**src/rtl/seq_div_8by4.sv**
```systemverilog
// seq_div_8by4: sequential restoring divider, one quotient bit per clock, start/busy/done handshake.
// Optional macro SEQ_DIV_FASTPATH_EN: one-cycle result when dividend < divisor.  Rev 1.0
`default_nettype none

module seq_div_8by4 #(
  parameter int DW_N = 8,
  parameter int DW_D = 4
) (
  input  logic            clk,
  input  logic            rst,
  input  logic            start,
  input  logic [DW_N-1:0] dividend,
  input  logic [DW_D-1:0] divisor,
  output logic            busy,
  output logic            done,
  output logic [DW_N-1:0] quotient,
  output logic [DW_D-1:0] remainder,
  output logic            div_by_zero
);

  localparam int CW = (DW_N > 1) ? $clog2(DW_N) : 1;

  typedef enum logic [1:0] {
    IDLE = 2'd0,
    CALC = 2'd1,
    ZERO = 2'd2,
    FAST = 2'd3
  } state_t;

  state_t            state_q, state_d;
  logic              busy_q, busy_d;
  logic              done_q, done_d;
  logic              dbz_q, dbz_d;
  logic [CW-1:0]     cnt_q, cnt_d;
  logic [DW_D-1:0]   p_q, p_d;
  logic [DW_N-1:0]   dvd_q, dvd_d;
  logic [DW_D-1:0]   dvs_q, dvs_d;
  logic [DW_N-1:0]   quo_q, quo_d;
  logic [DW_D-1:0]   rem_q, rem_d;

  // The partial remainder is always < divisor, so DW_D bits hold it between steps.
  logic [DW_D:0]     p_shift;
  logic [DW_D:0]     p_step;
  logic              q_bit;
  logic [DW_N-1:0]   dvd_step;

  always_comb begin
    p_shift  = {p_q, dvd_q[DW_N-1]};
    q_bit    = (p_shift >= {1'b0, dvs_q});
    p_step   = q_bit ? (p_shift - {1'b0, dvs_q}) : p_shift;
    dvd_step = {dvd_q[DW_N-2:0], q_bit};

    state_d = state_q;
    busy_d  = busy_q;
    done_d  = 1'b0;
    dbz_d   = dbz_q;
    cnt_d   = cnt_q;
    p_d     = p_q;
    dvd_d   = dvd_q;
    dvs_d   = dvs_q;
    quo_d   = quo_q;
    rem_d   = rem_q;

    case (state_q)
      IDLE: begin
        if (start) begin
          dvd_d  = dividend;
          dvs_d  = divisor;
          p_d    = '0;
          cnt_d  = '0;
          busy_d = 1'b1;
          if (divisor == '0) begin
            state_d = ZERO;
`ifdef SEQ_DIV_FASTPATH_EN
          end else if (dividend < DW_N'(divisor)) begin
            state_d = FAST;
`endif
          end else begin
            state_d = CALC;
          end
        end
      end
      CALC: begin
        p_d   = p_step[DW_D-1:0];
        dvd_d = dvd_step;
        cnt_d = cnt_q + CW'(1);
        if (cnt_q == CW'(DW_N - 1)) begin
          state_d = IDLE;
          busy_d  = 1'b0;
          done_d  = 1'b1;
          quo_d   = dvd_step;
          rem_d   = p_step[DW_D-1:0];
          dbz_d   = 1'b0;
          cnt_d   = '0;
        end
      end
      ZERO: begin
        state_d = IDLE;
        busy_d  = 1'b0;
        done_d  = 1'b1;
        quo_d   = '1;
        rem_d   = '0;
        dbz_d   = 1'b1;
      end
      FAST: begin
        state_d = IDLE;
        busy_d  = 1'b0;
        done_d  = 1'b1;
        quo_d   = '0;
        rem_d   = dvd_q[DW_D-1:0];
        dbz_d   = 1'b0;
      end
      default: begin
        state_d = IDLE;
        busy_d  = 1'b0;
      end
    endcase
  end

  always_ff @(posedge clk or posedge rst) begin
    if (rst) begin
      state_q <= IDLE;
      busy_q  <= 1'b0;
      done_q  <= 1'b0;
      dbz_q   <= 1'b0;
      cnt_q   <= '0;
      p_q     <= '0;
      dvd_q   <= '0;
      dvs_q   <= '0;
      quo_q   <= '0;
      rem_q   <= '0;
    end else begin
      state_q <= state_d;
      busy_q  <= busy_d;
      done_q  <= done_d;
      dbz_q   <= dbz_d;
      cnt_q   <= cnt_d;
      p_q     <= p_d;
      dvd_q   <= dvd_d;
      dvs_q   <= dvs_d;
      quo_q   <= quo_d;
      rem_q   <= rem_d;
    end
  end

  assign busy        = busy_q;
  assign done        = done_q;
  assign quotient    = quo_q;
  assign remainder   = rem_q;
  assign div_by_zero = dbz_q;

endmodule

`default_nettype wire

```
**config.mk**
```make
export PLATFORM = sky130hd
export DESIGN_NAME = seq_div_8by4
export DESIGN_NICKNAME = d
export VERILOG_FILES = /design/src/rtl/seq_div_8by4.sv
export SDC_FILE = /design/constraint.sdc
export NUM_CORES = 1
export LEC_CHECK = 0
export ABC_AREA = 1
export ABC_CLOCK_PERIOD_IN_PS = 1300
export BUFFER_PORTS_ARGS = -buffer_cell sky130_fd_sc_hd__buf_2
export CAP_MARGIN = 20
export CORE_MARGIN = 4
export CORE_UTILIZATION = 45
export CTS_CLUSTER_SIZE = 16
export DETAILED_ROUTE_END_ITERATION = 6
export PLACE_DENSITY = 0.66
export SYNTH_ARGS = -nofsm -noshare
export SYNTH_HDL_FRONTEND = slang
export SYNTH_SLANG_ARGS = --single-unit
export TNS_END_PERCENT = 50
```
**constraint.sdc**
```tcl
create_clock -name clk -period 1.3 [get_ports clk]
set_input_delay 0.13 -clock clk [delete_from_list [all_inputs] [get_ports clk]]
set_output_delay 0.13 -clock clk [all_outputs]
set_load 0.03 [all_outputs]
```
After elaboration in Yosys (flattened, before gate mapping). Cells that the tools add are included. Widths: inputs -> output; s select.

Output and inout port bits: 15. Logic and storage cells: 50. Bits of input ports: 15. Register bits: 36.

Equal/unequal tests: 6. Add/subtract/negate cells: 2. Reduce and logical (&&, ||, !) cells: 9. Multiplexer cells: 22. Magnitude comparators: 1.

Operators by type and width (number): $pmux 8 s3 (1); $mux 8 (2); $pmux 8 s2 (1); $mux 4 (3); $pmux 4 s3 (1); $pmux 4 s2 (1); $reduce_and 2->1 (4); $mux 2 (3); $mux 3 (2); $pmux 1 s3 (2); $pmux 2 s3 (1); $pmux 3 s2 (1); $ge 5x4->1 (1); $eq 2x2->1 const B (2); $logic_not 4->1 (1); $ne 2x2->1 const B (2); $sub 4x4->4 (1); $add 3x1->3 const B (1); $eq 3x3->1 const B (1); $mux 1 (3); $reduce_bool 3->1 (1); $eq 2x1->1 const B (1); $logic_not 2->1 (1); $pmux 1 s2 (1); other kinds (2) (2).

Logic depth before layout (Yosys ltp).
Depth in word-level cells: 4. Depth in mapped cells: 10. Mapped depth without buffers: 10.

Worst setup path before layout. No wires, ideal clock.

Path kind: flip-flop to flip-flop. From: register dvd_q[7]. To: register p_q[2]. Stages on the path, launching flop included: 9. Data required time: 1.174 ns. Library setup time: 0.126 ns. Arrival time: 1.291 ns. Path buffers: 0. Period minus slack after synthesis: 1.417 ns. Path slack: -0.117 ns. Cell sequence: dfrtp_1 > inv_1 > ha_1 > inv_1 > fa_1 > xnor2_1 > nand2_1 > nand3_1 > o21ai_0.

Word-level cells in the longest chain between the ends: 3. Elaborated cells between the ends (all ways): 4. Classes of those cells: add/sub (1); order compare (1); mux (2).

RTL lines: from (decl) (line 36) `logic [DW_N-1:0] dvd_q, dvd_d;`; from (signal assigned) (line 139) `dvd_q <= dvd_d;`; $sub 4x4->4 or $ge 5x4->1 (tied branches) (line 50, 49); $mux 4 * (line 50) `p_step = q_bit ? (p_shift - {1'b0, dvs_q}) : p_shift;`; $pmux 4 s2 * (line 64) `case (state_q)`; to (signal assigned) (line 138) `p_q <= p_d;`; to (decl) (line 35) `logic [DW_D-1:0] p_q, p_d;`.

Every way passes the cells marked *; elsewhere a longest branch is shown, timed or not. A chain may end at the register's enable or synchronous reset.

Worst setup path in the final report.
From: register p_q[2]. To: register p_q[1].

Word-level cells in the longest chain between the ends: 3.

RTL lines: $ge 5x4->1 (line 49) `q_bit = (p_shift >= {1'b0, dvs_q});`; $mux 4 (line 50); $pmux 4 s2 (line 64).

Every way passes these cells.

==> flow_metrics.tcl <==
set metrics [dict create \
    outcome "complete, but fails checks" \
    violations "negative setup slack" \
    vias 1460 \
    hpwl_mm 2.76 \
    holdPathStages 3 \
    hold_path.startpoint "dividend[4]" \
    setup_viol 11 \
    fp-row-count 22 \
    yosys-top-cells-area "dfrtp_1 52%, nand2_1 11%, o211ai_1 5.2%" \
    worstHoldEndpoint "dvd_q[4]" \
    viasPerCell 4.90 \
    path_class "register to register" \
    tightest_slew_ns 0.461 \
    min_path_type "input pin to register" \
    power_mw 7.39 \
    coreArea_um2 3690 \
    finalHoldViolCount 0 \
    path_clk_slew_ns 0.07 \
    cts.sinks 36 \
    critPathLaunch "p_q[2]" \
    timing.hold.ws_ns 0.0593 \
    drive_gt1_frac 0.440 \
    yosys_warnings 0 \
    routed_wl_mm 3.95 \
    dpl_cell_area_um2 2090 \
    tritoncts "yes" \
    cp_max_fo 6 \
    arrival_ns 1.65 \
    ys_types 27 \
    wire_per_inst_um 13.3 \
    root_buffer "clkbuf_8" \
    die_h_um 70.2 \
    r2r-end "p_q[1]" \
    numCtsBuffers 5 \
    rr_startpoint "p_q[2]" \
    worstSetupStartpointType "register" \
    dieArea_um2 4930 \
    synth.top_cell.area_share 0.518 \
    gp_congestion 0.862 \
    ys_seq_elements 36 \
    r2r_slack_ns -0.18 \
    multi_input_area_um2 828 \
    cap_violations 0 \
    grt_pass1_vias 1541 \
    diodes 0 \
    area_delta_synth_final_pct 36.3 \
    route.detailed.drc 0 \
    io_pins 30 \
    clockBufferDepth 2 \
    syn_nets 216 \
    grt_overflow 0 \
    antenna_found_initial 0 \
    fin_area_um2 2370 \
    yosysTopAreaCell "dfrtp_1" \
    grt_usage 0.171 \
    portBuffers 29 \
    peakVddDrop_mv 1.59 \
    nNetsFinal 271 \
    grt_max_degree 37 \
    first_iter_violations 109 \
    clk_latency_ns 0.28 \
    nFillCells 330 \
    htreeDepth 2 \
    synthCells 194 \
    syn_area_per_cell_um2 8.97 \
    die_width_um 70.2 \
    period_needed_ns 1.48 \
    required_ns 1.47 \
    fin_crit_sh 1.14 \
    fin_worst_skew_ns 0.00340 \
    slew_headroom 0.693 \
    syn_area_um2 1740 \
    max_freq_mhz 674 \
    rsz0062_at_grt "true" \
    worstSetupEndpointType "register" \
    grt_pass1_wl_mm 6.82 \
    detail_route.first_pass.iterations 4 \
    leakagePower_nw 1.21 \
    postRouteAntennaNets 0 \
    finalWorstSetupSlack_ns -0.183 \
    initial_core_util 0.472 \
    synth-seq-area-share 0.518 \
    rr_worst_depth 7 \
    powerDensity_nw_per_um2 3120 \
    timing_max_transition_violations_final 0 \
    final-seq-area_um2 901 \
]
how the worst max path moves through the flow:
stage	endpoint	slack, ns	depth (start not counted)
finish	p_q[1]	-0.18	7
global route	p_q[3]	-0.25	9
CTS	remainder[1]	-0.19	8
detailed placement	remainder[2]	-0.20	8
global placement	remainder[2]	-0.17	8
floorplan	p_q[2]	-0.1	8
routing by layer:
metal  GRT usage  vias to the layer above  share of wire
met5           0                        -              0
li1            -                      736              -
met1       0.221                      687           0.44
met4      0.0553                        0          0.017
met2       0.280                       31           0.49
met3      0.0446                        6          0.055
through the flow:
step | setup TNS (ns) | util | setup WS (ns) | cells
floorplan | -0.683 | - | -0.0995 | 194
global placement | -1.90 | 0.567 | -0.174 | 287
detailed placement | -2.36 | 0.567 | -0.201 | 287
CTS | -1.30 | 0.626 | -0.188 | 297
global route | -2.39 | 0.643 | -0.250 | 298
finish | -1.37 | 0.643 | -0.183 | 298
critical path, cell delays in order, from the launching register on:
cell and delay (ns):
dfrtp_1 0.43, ha_4 0.26, nand2_1 0.07, nor2_2 0.05, nor2_4 0.20, nand3_1 0.17
nand3_2 0.12, o21ai_2 0.07
kinds of logic after synthesis:
logic type,after synthesis,synth area share
flops,36,0.518
compound gates,33,0.130
buf+inv,33,0.0812
fa+ha+maj,7,0.0546
xor+xnor,1,0.00503
simple gates,84,0.211
cell usage after synthesis (all sizes together):
library cell   n
xnor2          1
inv           25
buf            5
clkinv         3
nor4           1
a21oi          5
o211ai        13
fa             1
nor2          13
a22o           2
nand2         55
o21ai         12
ha             6
dfrtp         36
a31oi          1
or2            1
nand3         14
where the power goes:
group	total (mW)	internal, mW	switching [mW]
Clock	1.07	0.677	0.390
Combinational	4.36	1.81	2.55
Sequential	1.97	1.66	0.306
state kept, by name, summed over array words and instances, names as in the netlist:
name and count:
quotient 8, done 1, remainder 4, p_q 4
busy 1, state_q 2, div_by_zero 1, dvs_q 4
dvd_q 8, cnt_q 3
layout by cell type (no fill, tap or decap), drive strengths merged:
cell type    Yosys  final
dlygate4sd3      0      1
ha               6      6
a22o             2      2
a21oi            5      5
nand3           14     14
o211ai          13     13
nor4             1      1
or2              1      1
inv             25     26
fa               1      1
nand2           55     55
dfrtp           36     36
clkbuf           0      7
nor2            13     13
xnor2            1      1
clkinv           3      2
buf              5     52
a31oi            1      1
o21ai           12     12
bufinv           0      1
what timing repair did:
action                                 CTS  global route
pin swaps                                8             6
endpoints found under the hold margin   36             0
resized for setup                       22            14
setup endpoints to repair               20            21
hold buffers                             1             0
setup buffers                            1             1
area by class of cell:
type / count / area share
Clock buffer: 7 / 0.0406
Inverter: 28 / 0.0459
Tap cell: 48 / 0.0253
Sequential cell: 36 / 0.380
Timing Repair Buffer: 53 / 0.147
Multi-Input combinational cell: 125 / 0.349
Clock inverter: 1 / 0.0127
Note: power is estimated with default switching activity, not from simulation.
